## src/rtl/m3_speed_pkg.sv

```systemverilog
// Shared encodings for the motor-3 speed ramp controller: FSM states and
// the step direction used by the hysteresis logic and the step calculator.
package m3_speed_pkg;

    // Controller states
    typedef enum logic [2:0] {
        IDLE      = 3'd0,
        RUN       = 3'd1,
        STOP_RAMP = 3'd2,
        HALT      = 3'd3,
        REV_RAMP  = 3'd4
    } stateE;

    // Step direction: INC shortens the period (faster), DEC lengthens it
    typedef enum logic {
        MODE_INC = 1'b0,
        MODE_DEC = 1'b1
    } modeE;

endpackage

```

## src/rtl/m3_ramp_step.sv

```systemverilog
// Combinational period step: moves the round period by max(len >> STEP_SHIFT, 1)
// towards PERIOD_MIN (INC) or PERIOD_MAX (DEC), clamped at the limits.
// The arithmetic is one bit wider than the period so the sum never wraps.
module m3_ramp_step
    import m3_speed_pkg::*;
#(
    parameter int W          = 32,
    parameter int PERIOD_MIN = 40,
    parameter int PERIOD_MAX = 250000,
    parameter int STEP_SHIFT = 4
)(
    input  logic [W-1:0] len,
    input  modeE         mode,
    output logic [W-1:0] nextLen
);

    localparam logic [W:0] MinExt = (W+1)'(PERIOD_MIN);
    localparam logic [W:0] MaxExt = (W+1)'(PERIOD_MAX);

    logic [W:0] lenExt;
    logic [W:0] delta;
    logic [W:0] shrunk;
    logic [W:0] grown;

    // Compute the proportional step (never zero) and clamp the result to the period limits
    always_comb begin
        lenExt  = {1'b0, len};
        delta   = lenExt >> STEP_SHIFT;
        if (delta == '0) begin
            delta = (W+1)'(1);
        end
        shrunk  = lenExt - delta;
        grown   = lenExt + delta;
        nextLen = len;
        if (mode == MODE_INC) begin
            if ((lenExt > delta) && (shrunk > MinExt)) begin
                nextLen = shrunk[W-1:0];
            end else begin
                nextLen = MinExt[W-1:0];
            end
        end else begin
            if (grown > MaxExt) begin
                nextLen = MaxExt[W-1:0];
            end else begin
                nextLen = grown[W-1:0];
            end
        end
    end

endmodule

```

## src/rtl/m3_speed_ramp_ctrl.sv

```systemverilog
// Motor-3 speed ramp controller. Adjusts the commutation round period once per
// calculation strobe with round-count hysteresis, ramps down to a halt on a
// force-stop request, and ramps down before reversing the rotation direction.
module m3_speed_ramp_ctrl
    import m3_speed_pkg::*;
#(
    parameter int W          = 32,
    parameter int CNT_W      = 4,
    parameter int ROUND_MAX  = 3,
    parameter int STEP_SHIFT = 4,
    parameter int PERIOD_MIN = 40,
    parameter int PERIOD_MAX = 250000
)(
    input  logic         clkI,
    input  logic         rstI,
    input  logic         workingI,
    input  logic         nextCalc_1I,
    input  logic         speedIncI,
    input  logic         speedDecI,
    input  logic         forceStopI,
    input  logic         invRotateI,
    output logic [W-1:0] dstRoundLenO,
    output logic         dirO,
    output logic         atMinO,
    output logic         atMaxO,
    output logic         stoppedO
);

    localparam logic [CNT_W-1:0] CntReload = CNT_W'(ROUND_MAX);
    localparam logic [W-1:0]     LenMin    = W'(PERIOD_MIN);
    localparam logic [W-1:0]     LenMax    = W'(PERIOD_MAX);

    stateE            state;
    modeE             lastMode;
    modeE             stepMode;
    logic [CNT_W-1:0] cnt;
    logic [W-1:0]     lenQ;
    logic [W-1:0]     nextLen;
    logic             dirQ;
    logic             stoppedQ;

    // Step direction: only a RUN speed-up request shortens the period, every ramp lengthens it
    always_comb begin
        stepMode = MODE_DEC;
        if ((state == RUN) && speedIncI) begin
            stepMode = MODE_INC;
        end
    end

    m3_ramp_step #(
        .W          (W),
        .PERIOD_MIN (PERIOD_MIN),
        .PERIOD_MAX (PERIOD_MAX),
        .STEP_SHIFT (STEP_SHIFT)
    ) uStep (
        .len     (lenQ),
        .mode    (stepMode),
        .nextLen (nextLen)
    );

    // Controller FSM with registered period, direction and stop flag
    always_ff @(posedge clkI) begin
        if (rstI) begin
            state    <= IDLE;
            lenQ     <= LenMax;
            cnt      <= CntReload;
            lastMode <= MODE_INC;
            dirQ     <= 1'b0;
            stoppedQ <= 1'b0;
        end else if (!workingI) begin
            state    <= IDLE;
            lenQ     <= LenMax;
            cnt      <= CntReload;
            lastMode <= MODE_INC;
            dirQ     <= invRotateI;
            stoppedQ <= 1'b0;
        end else begin
            case (state)
                IDLE: begin
                    dirQ  <= invRotateI;
                    state <= RUN;
                end
                RUN: begin
                    if (nextCalc_1I) begin
                        if (forceStopI) begin
                            state <= STOP_RAMP;
                        end else if (invRotateI != dirQ) begin
                            state <= REV_RAMP;
                        end else if (speedIncI || speedDecI) begin
                            if (stepMode != lastMode) begin
                                lastMode <= stepMode;
                                cnt      <= CntReload;
                            end else if (cnt == '0) begin
                                lenQ <= nextLen;
                                cnt  <= CntReload;
                            end else begin
                                cnt <= cnt - CNT_W'(1);
                            end
                        end else begin
                            cnt <= CntReload;
                        end
                    end
                end
                STOP_RAMP: begin
                    if (nextCalc_1I) begin
                        if (lenQ == LenMax) begin
                            state    <= HALT;
                            stoppedQ <= 1'b1;
                        end else begin
                            lenQ <= nextLen;
                        end
                    end
                end
                HALT: begin
                    lenQ <= LenMax;
                    if (nextCalc_1I && !forceStopI) begin
                        state    <= RUN;
                        stoppedQ <= 1'b0;
                        cnt      <= CntReload;
                        lastMode <= MODE_INC;
                    end
                end
                REV_RAMP: begin
                    if (nextCalc_1I) begin
                        if (forceStopI) begin
                            state <= STOP_RAMP;
                        end else if (invRotateI == dirQ) begin
                            state <= RUN;
                        end else if (lenQ == LenMax) begin
                            dirQ     <= invRotateI;
                            cnt      <= CntReload;
                            lastMode <= MODE_INC;
                            state    <= RUN;
                        end else begin
                            lenQ <= nextLen;
                        end
                    end
                end
                default: begin
                    state <= IDLE;
                end
            endcase
        end
    end

    assign dstRoundLenO = lenQ;
    assign dirO         = dirQ;
    assign stoppedO     = stoppedQ;
    assign atMinO       = (lenQ == LenMin);
    assign atMaxO       = (lenQ == LenMax);

endmodule

```

## config.mk

```make
export PLATFORM = sky130hd
export DESIGN_NAME = m3_speed_ramp_ctrl
export DESIGN_NICKNAME = d
export VERILOG_FILES = /design/src/rtl/m3_speed_pkg.sv /design/src/rtl/m3_ramp_step.sv /design/src/rtl/m3_speed_ramp_ctrl.sv
export SDC_FILE = /design/constraint.sdc
export NUM_CORES = 1
export LEC_CHECK = 0
export CAP_MARGIN = 20
export CORE_MARGIN = 5
export CORE_UTILIZATION = 61
export DETAILED_ROUTE_END_ITERATION = 12
export GPL_TIMING_DRIVEN = 0
export MAX_ROUTING_LAYER = met4
export PLACE_DENSITY_LB_ADDON = 0.3
export SKIP_LAST_GASP = 1
export SLEW_MARGIN = 20
export SYNTH_ARGS = -nofsm -noshare
export SYNTH_HDL_FRONTEND = slang
export SYNTH_SLANG_ARGS = --single-unit
export TNS_END_PERCENT = 10
```

## constraint.sdc

```tcl
create_clock -name clkI -period 6.2 [get_ports clkI]
set_clock_uncertainty 0.1 [all_clocks]
set_input_delay 0.62 -clock clkI [delete_from_list [all_inputs] [get_ports clkI]]
set_output_delay 0.62 -clock clkI [all_outputs]
set_load 0.03 [all_outputs]
```

==> impl_metrics.tcl, run 1 <==
set metrics [dict create \
    grt-busiest-layer "met2" \
    power_frac_comb 0.136 \
    power.share.switching 0.299 \
    r2r_start "dstRoundLenO[8]$_SDFFE_PP0P_" \
    async_flop_share 0 \
    grt.total_usage 0.395 \
    finalHoldViolations 0 \
    drive_gt1_frac 0.0556 \
    grt_overflow 0 \
    rows 38 \
    setup_violations 0 \
    synth_cell_types 82 \
    grt_max_degree 16 \
    wl_per_cell_um 21.6 \
    post-route-min-period_ns 6.06 \
    clock_latency_ns 0.30 \
    place_congestion 1.05 \
    cap_violations 0 \
    final_cell_mix "nor2_1, a21oi_1, nand2_1" \
    startpoint "dstRoundLenO[8]$_SDFFE_PP0P_" \
    synth_edf_count 0 \
    num_vias 8191 \
    path_cells "nor4_1, nand4_1, nor2_1, nand3_1, o21bai_1, ha_1, inv_1, fa_1, a21o_1, a21oi_1, o21bai_1, a211o_1, a21oi_1, xnor2_1, or4_1, nor4_1, nor3_1, a22o_1, a22o_1" \
    outcome "finished clean" \
    grt_pass1_vias 7577 \
    rsz0062_at_grt "false" \
    fmax_mhz 165 \
    dp_hpwl_mm 20.5 \
    ys_warn_count 0 \
    grt.met3_usage 0.0870 \
    num_antenna_cells 0 \
    grt_first_pass_wirelength_mm 40.3 \
    port_buffers 41 \
    antenna_found_initial 0 \
    core_area_um2 10900 \
    drv_slew 0 \
    holdWs_ns 0.379 \
    drc 0 \
    synthCells 1008 \
    worstMarginPinSlew_ns 1.08 \
    cp_max_fo 7 \
    p_per_area_nw_per_um2 84.2 \
    final_common_cell "nor2_1" \
    required_ns 6.30 \
    clkTransAtPathRegs_ns 0.07 \
    critical_path_class "reg -> reg" \
    synth_ff_type "dfxtp_1" \
    clockBufferDepth 2 \
    die_x_um 116 \
    cpPeakStageDelay_ns 0.53 \
    cts_buffers 5 \
    dieHeight_um 116 \
    grtUsageMet2 0.594 \
    critPathCaptureType "flop" \
    gr-usage-met1 0.520 \
    cts_tree "yes" \
    switching_power_uw 194 \
    fillers 978 \
    p_int_uw 453 \
    critPathSlowestCell "or4_1" \
    avgSynthCellArea_um2 6.82 \
    ir_drop_v 0.000111 \
    netlist_area_um2 6880 \
    slew-limit-headroom 0.269 \
    dr.pass1.iters 6 \
    p_leak_uw 0.00314 \
    cts_root_buf "clkbuf_16" \
    yosys_register_bits 42 \
    final_util 0.702 \
    cts-htree-levels 2 \
    drtIter0Drc 1167 \
    die-area_um2 13500 \
    cts_num_sinks 42 \
    pwr-share-clk 0.441 \
    worstPathArrival_ns 6.16 \
    start_util 0.629 \
    min_path_type "reg -> reg" \
    wirelength_mm 25.9 \
    power_uw 646 \
    seq_area_frac_synth 0.122 \
    final_nets 1136 \
    worstHoldStart "cnt[3]$_SDFFE_PP0P_" \
    drt-vias-per-instance 6.82 \
    ant_nets 0 \
    area_growth_pct 11.7 \
    seqPwrFrac 0.424 \
    cp-start-kind "flop" \
    io_pins 44 \
    fin_crit_sh 0.978 \
    syn_nets 1084 \
]
synthesized netlist by cell type (8+ instances only):
| cell | count | area (um^2) |
|---|---|---|
| ha_1 | 66 | 826 |
| nand2b_1 | 13 | 81.3 |
| buf_2 | 13 | 65.1 |
| or3_1 | 10 | 62.6 |
| a21oi_1 | 88 | 440 |
| o21a_1 | 12 | 90.1 |
| nor3_1 | 35 | 175 |
| or2_2 | 8 | 50.1 |
| nor2_1 | 95 | 357 |
| o22ai_1 | 18 | 113 |
| xnor2_1 | 39 | 342 |
| inv_1 | 63 | 236 |
| dfxtp_1 | 42 | 841 |
| o31ai_1 | 13 | 97.6 |
| nand2_1 | 83 | 312 |
| clkbuf_1 | 58 | 218 |
| a21o_1 | 11 | 82.6 |
| a211oi_1 | 8 | 60.1 |
| o21ai_0 | 55 | 275 |
| nand4_1 | 21 | 131 |
| nor4_1 | 20 | 125 |
| xor2_1 | 8 | 70.1 |
| mux2i_1 | 11 | 110 |
| a31oi_1 | 10 | 62.6 |
| nand3_1 | 18 | 90.1 |
| nor2b_1 | 20 | 125 |
| o21ai_1 | 8 | 40.0 |
| o211ai_1 | 16 | 120 |
| and2_1 | 9 | 56.3 |
cells by family after synthesis:
logic type | share of synthesized area
and+or+nand+nor | 0.278
AOI/OAI and AO/OA | 0.311
buffers and inverters | 0.0819
adders and majority gates | 0.126
xor gates and xnor gates | 0.0599
DFF | 0.122
muxes | 0.0209
power groups by stage:
| stage | Sequential [uW] | Clock (uW) | Combinational, uW |
|---|---|---|---|
| floorplan | 281 | 0 | 55.2 |
| global placement | 280 | 0 | 82.8 |
| detailed placement | 280 | 0 | 83.8 |
| CTS | 274 | 279 | 84.2 |
| global route | 274 | 290 | 93.3 |
| finish | 274 | 285 | 87.6 |
state kept, by name, summed over array words and instances (netlist names):
signal / cells
state: 3
lastMode: 1
stoppedO: 1
cnt: 4
dirO: 1
dstRoundLenO: 32
final timing paths:
| check | endpoint | slack [ns] | cells past startpoint |
|---|---|---|---|
| max reg2reg | dstRoundLenO[1]$_SDFFE_PP0P_ | 0.14 | 19 |
| min reg2reg | cnt[3]$_SDFFE_PP0P_ | 0.38 | 2 |
| min | cnt[3]$_SDFFE_PP0P_ | 0.38 | 2 |
| max | dstRoundLenO[1]$_SDFFE_PP0P_ | 0.14 | 19 |
final cells by class:
class | instances | area (um^2) | share of cell area
repair buffers | 45 | 453 | 0.0590
well taps | 140 | 175 | 0.0228
plain buffers | 78 | 323 | 0.0420
clock inverters | 3 | 25.0 | 0.00326
flip-flops and latches | 42 | 841 | 0.109
clock buffers | 5 | 125 | 0.0163
inverters | 64 | 240 | 0.0313
multi-input cells | 824 | 5500 | 0.716
worst max-delay path, delay by kind of cell (launching register included):
kind | cells | cell delay (ns)
buf+inv | 1 | 0.07
fa+ha+maj | 2 | 0.67
simple gates | 7 | 2.45
flops | 1 | 0.44
compound gates | 8 | 2.09
xor+xnor | 1 | 0.13
per-layer routing:
layer / up-vias / share of wire
li1: 3783 / -
met1: 3809 / 0.40
met2: 506 / 0.43
met3: 93 / 0.13
met4: 0 / 0.041
met5: - / 0
through the flow:
| step | setup TNS (ns) | setup WS, ns | cells | instance area [um^2] |
|---|---|---|---|---|
| 2_1_floorplan | 0 | 1.14 | 1008 | 6880 |
| 3_3_place_gp | -7.03 | -0.404 | 1189 | 7460 |
| 3_5_place_dp | -2.18 | -0.224 | 1189 | 7470 |
| 4_1_cts | 0 | 0.0276 | 1197 | 7630 |
| 5_1_grt | 0 | 0.00999 | 1201 | 7680 |
| 6_report | 0 | 0.136 | 1201 | 7680 |
what timing repair did:
item | CTS | global route
endpoints found under the setup margin | 21 | 26
gates cloned | 0 | 0
resized for setup | 1 | 2
hold buffers | 0 | 0
pin swaps | 0 | 2
setup buffers | 0 | 4
endpoints found under the hold margin | 0 | 0
No activity file was read; power rests on OpenSTA's default activity.
==> run 2: changes to the inputs <==
Settings changed: ABC_AREA set to 1.
==> run 2 against run 1 <==
Sequential cell count unchanged. Final area grew 14%. Sequential share of layout area decreased by 1.3 points. Hold slack improved by 0.038 ns. Count of clock-buffer cells in the layout grew 1. Critical path depth rose by 8. Utilization fell by 1.4 points. Combinational power rose to 11 times the previous value. Setup slack better by 0.81 ns. Critical endpoint is now dstRoundLenO[2]$_SDFFE_PP0P_. Synthesized cell count rose by 49%.
==> impl_metrics.tcl, run 2 <==
set metrics [dict create \
    cp_max_fo 10 \
    clockBufferDepth 2 \
    netlist_area_um2 7910 \
    rsz0062_at_grt "false" \
    fmax_mhz 190 \
    gr-usage-met1 0.488 \
    syn_nets 1578 \
    holdBufCountCts 0 \
    power.share.switching 0.510 \
    stdcell_count 1725 \
    ys_warn_count 0 \
    cts_root_buf "clkbuf_16" \
    critPathCaptureType "flop" \
    switching_power_uw 811 \
    required_ns 6.25 \
    port_buffers 43 \
    final_cell_mix "nand2_1, inv_1, nor2_1" \
    clock_latency_ns 0.29 \
    io_pins 44 \
    placed_cell_area_um2 8550 \
    grt.total_usage 0.382 \
    pwr-share-clk 0.186 \
    synth_commonest_cells "nand2_1, inv_1, nor2_1" \
    cts_resized 0 \
    start_util 0.624 \
    slew-limit-headroom 0.541 \
    cts-htree-levels 2 \
    outcome "finished clean" \
    grt-busiest-layer "met2" \
    yosys_register_bits 42 \
    final_cell_area_um2 8720 \
    setup_tns_ns 0 \
    seq_area_frac_synth 0.106 \
    ir_drop_v 0.000251 \
    drtIter0Drc 1255 \
    grt_pass1_vias 8945 \
    cap_violations 0 \
    yosysMostFrequentCell "nand2_1" \
    critical_path_class "reg -> reg" \
    die-area_um2 15300 \
    yosys-top-cells-area "nand2_1, inv_1, dfxtp_1" \
    synthCells 1502 \
    final_nets 1628 \
    setup_slack_ns 0.948 \
    post_cts_buffers 0 \
    largest_register_ffs 32 \
    cp-start-kind "flop" \
    synth_cell_types 47 \
    cpPeakStageDelay_ns 0.53 \
    grt_max_degree 14 \
    clkTransAtPathRegs_ns 0.06 \
    dieHeight_um 124 \
    async_flop_share 0 \
    wirelength_mm 28.4 \
    critPathSlowestCell "o31ai_1" \
    grtUsageMet2 0.613 \
    area_growth_pct 10.3 \
    power_frac_comb 0.615 \
    wl_per_cell_um 16.5 \
    p_per_area_nw_per_um2 182 \
    min_path_type "reg -> reg" \
    rows 41 \
    worstPathArrival_ns 5.30 \
    dr.pass1.iters 6 \
    die_x_um 124 \
    drc 0 \
    synth_edf_count 0 \
    cts_buffers 5 \
    drv_slew 0 \
    p_leak_uw 0.00474 \
    cts_num_sinks 42 \
    dp_cells 1717 \
    synth_top_area_frac 0.244 \
    drt-vias-per-instance 5.75 \
    dpl_worst_slack_ns 1.19 \
    post-route-min-period_ns 5.25 \
    p_int_uw 779 \
    place_congestion 1.06 \
    core_area_um2 12700 \
    seqPwrFrac 0.198 \
    grt.met3_usage 0.0500 \
    finalHoldViolations 0 \
    dp_hpwl_mm 23.5 \
    worstMarginPinSlew_ns 0.688 \
    grt_first_pass_wirelength_mm 44.0 \
    num_antenna_cells 0 \
    num_vias 9921 \
    ant_nets 0 \
    final_common_cell "nand2_1" \
    drive_gt1_frac 0.0560 \
    cpMostUsedCell "nand2_1" \
    avgSynthCellArea_um2 5.26 \
    synth_ff_type "dfxtp_1" \
    cts_tree "yes" \
    setup_violations 0 \
    grt_overflow 0 \
    synth_area_leader_cell "nand2_1" \
    fin_crit_sh 0.847 \
    antenna_found_initial 0 \
]
==> run 2: metrics by stage <==
step                      total power [uW]   util  hold WS (ns)
after floorplan                        989      -         0.381
after global placement                1240  0.675         0.390
after detailed placement              1250  0.675         0.398
after CTS                             1550  0.688         0.409
after global routing                  1680  0.688         0.452
final                                 1590  0.688         0.418
==> run 2: path summary, 6_finish.rpt <==
| path | start | to | slack [ns] | depth (start not counted) |
|---|---|---|---|---|
| min reg2reg | lastMode$_SDFFE_PP0P_ | lastMode$_SDFFE_PP0P_ | 0.42 | 2 |
| max | dstRoundLenO[18]$_SDFFE_PP0P_ | dstRoundLenO[2]$_SDFFE_PP0P_ | 0.95 | 27 |
| min | lastMode$_SDFFE_PP0P_ | lastMode$_SDFFE_PP0P_ | 0.42 | 2 |
| max reg2reg | dstRoundLenO[18]$_SDFFE_PP0P_ | dstRoundLenO[2]$_SDFFE_PP0P_ | 0.95 | 27 |
==> run 2: kinds of logic (layout without fill, tap and decap cells) <==
kind of cell,after synthesis,in the layout,share of synthesized area
AOI/OAI and AO/OA,163,163,0.112
xor gates and xnor gates,6,6,0.00760
adders and majority gates,68,68,0.110
buffers and inverters,323,374,0.167
DFF,42,42,0.106
and+or+nand+nor,900,900,0.498
==> run 2: final cells by class <==
type,count,area (um^2)
flip-flops and latches,42,841
clock buffers,6,129
clock inverters,2,37.5
well taps,172,215
plain buffers,65,349
repair buffers,43,430
fillers,1269,3950
multi-input cells,1137,5750
inverters,258,968
==> run 2: critical path, delay by kind of cell, from the launching register on <==
| kind | cells | cell delay [ns] |
|---|---|---|
| simple gates | 21 | 2.92 |
| flops | 1 | 0.44 |
| buf+inv | 2 | 0.29 |
| fa+ha+maj | 2 | 0.75 |
| compound gates | 2 | 0.60 |
==> run 2: power by group through the flow <==
stage / Sequential (uW) / Clock (uW) / Combinational [uW]
2_1_floorplan: 323 / 0 / 666
3_3_place_gp: 319 / 0 / 922
3_5_place_dp: 319 / 0 / 933
4_1_cts: 314 / 297 / 942
5_1_grt: 316 / 309 / 1060
6_report: 315 / 296 / 979
==> run 2: metal layers <==
| layer | up-vias | share of wire |
|---|---|---|
| li1 | 4791 | - |
| met1 | 4458 | 0.40 |
| met2 | 567 | 0.44 |
| met3 | 105 | 0.12 |
| met4 | 0 | 0.044 |
| met5 | - | 0 |
==> run 3: changes to the inputs <==
Settings changed: CORE_UTILIZATION 61 to 57.
Clock period 6.2 ns to 4.78 ns, I/O delays scaled along.
==> run 3 against run 2 <==
First-iteration DRC count is 7.7% lower. Critical path type unchanged. Global-route usage is 0.68 points lower. Clock power is 29% higher. Die area is 6.4% higher. Cell count is 0.46% higher.
==> impl_metrics.tcl, run 3 (synthesis results as in run 2) <==
set metrics [dict create \
    fin_crit_sh 0.960 \
    die_x_um 128 \
    final_common_cell "nand2_1" \
    post-route-min-period_ns 4.59 \
    largest_register_ffs 32 \
    drc 0 \
    dieHeight_um 128 \
    outcome "finished clean" \
    grt.total_usage 0.376 \
    cts-htree-levels 2 \
    p_leak_uw 0.00474 \
    io_pins 44 \
    cpPeakStageDelay_ns 0.45 \
    cts_buffers 5 \
    clockBufferDepth 2 \
    grt_max_degree 14 \
    drt-vias-per-instance 5.69 \
    start_util 0.576 \
    finalHoldViolations 0 \
    final_util 0.638 \
    holdBufCountCts 0 \
    grt_overflow 0 \
    port_buffers 43 \
    critical_path_class "reg -> reg" \
    num_antenna_cells 0 \
    clock_latency_ns 0.29 \
    cts_num_sinks 42 \
    die-area_um2 16300 \
    area_growth_pct 10.8 \
    rows 43 \
    clkTransAtPathRegs_ns 0.06 \
    ant_nets 0 \
    antenna_found_initial 0 \
    grt_pass1_vias 9063 \
    num_vias 9854 \
    cp_top_family "simple AND/OR/NAND/NOR gates" \
    cpMostUsedCell "nand2_1" \
    drtIter0Drc 1158 \
    grt_first_pass_wirelength_mm 46.8 \
    core_area_um2 13700 \
    cts_root_buf "clkbuf_16" \
    drive_gt1_frac 0.0612 \
    rsz0062_at_grt "false" \
    cap_violations 0 \
    setup_violations 0 \
    required_ns 4.83 \
    place_congestion 1.07 \
    cts_tree "yes" \
    holdWs_ns 0.413 \
    critPathSlowestCell "dfxtp_1" \
    drv_slew 0 \
    min_path_type "reg -> reg" \
    cp-start-kind "flop" \
    worstPathArrival_ns 4.64 \
    dr.pass1.iters 6 \
    crit_buf_inv 3 \
    final_cell_mix "nand2_1, inv_1, nor2_1" \
    wl_per_cell_um 17.4 \
    p_per_area_nw_per_um2 237 \
    final_nets 1628 \
    worstMarginPinSlew_ns 0.577 \
    wirelength_mm 30.1 \
    slew-limit-headroom 0.605 \
    critPathCaptureType "flop" \
    fmax_mhz 218 \
    setup_tns_ns 0 \
    ir_drop_v 0.000347 \
    dp_hpwl_mm 25.3 \
    cp_max_fo 10 \
]
==> run 3: cell counts in the layout (fill, tap and decap cells not counted) <==
No cell type changed its count.
==> run 3: final timing paths <==
| kind | slack, ns | endpoint | cells after the start | from |
|---|---|---|---|---|
| max | 0.19 | dstRoundLenO[2]$_SDFFE_PP0P_ | 27 | dstRoundLenO[8]$_SDFFE_PP0P_ |
| min | 0.41 | lastMode$_SDFFE_PP0P_ | 2 | lastMode$_SDFFE_PP0P_ |
| max reg2reg | 0.19 | dstRoundLenO[2]$_SDFFE_PP0P_ | 27 | dstRoundLenO[8]$_SDFFE_PP0P_ |
| min reg2reg | 0.41 | lastMode$_SDFFE_PP0P_ | 2 | lastMode$_SDFFE_PP0P_ |
==> run 3: routing by layer <==
| layer | track usage | part of all wire |
|---|---|---|
| met2 | 0.593 | 0.44 |
| met5 | - | 0 |
| met1 | 0.496 | 0.41 |
| met4 | 0.114 | 0.030 |
| met3 | 0.0588 | 0.12 |
==> run 3: worst min-delay path, cell delays in order (launching register included) <==
cell,delay [ns]
dfxtp_1,0.34
nand2_1,0.07
a21oi_1,0.06
==> run 3: timing repair <==
action	CTS	global route
pin swaps	0	1
gates resized for setup	1	8
endpoints found under the setup margin	2	29
setup buffers	0	0
==> run 3: final cells by class <==
| cell class | instances | area, um^2 |
|---|---|---|
| fill | 1447 | 4960 |
| clock buffer | 6 | 129 |
| buffer | 65 | 349 |
| tap | 180 | 225 |
| inverter | 258 | 968 |
| multi-input combinational | 1137 | 5780 |
| clock inverter | 2 | 37.5 |
| sequential | 42 | 843 |
| timing repair buffer | 43 | 430 |
==> run 3: where the power goes <==
group | total [uW] | internal, uW | switching, uW
Combinational | 1280 | 397 | 885
Sequential | 412 | 369 | 43.3
Clock | 383 | 246 | 137
==> run 3: per-stage QoR <==
stage                     std cells  setup WS (ns)  power [uW]  area (um^2)
after CTS                      1733         0.0779        2040         8730
after global placement         1725         0.0650        1630         8560
final                          1733          0.190        2080         8760
after global routing           1733        0.00910        2220         8760
after floorplan                1502           1.14        1280         7910
after detailed placement       1725         0.0314        1650         8560
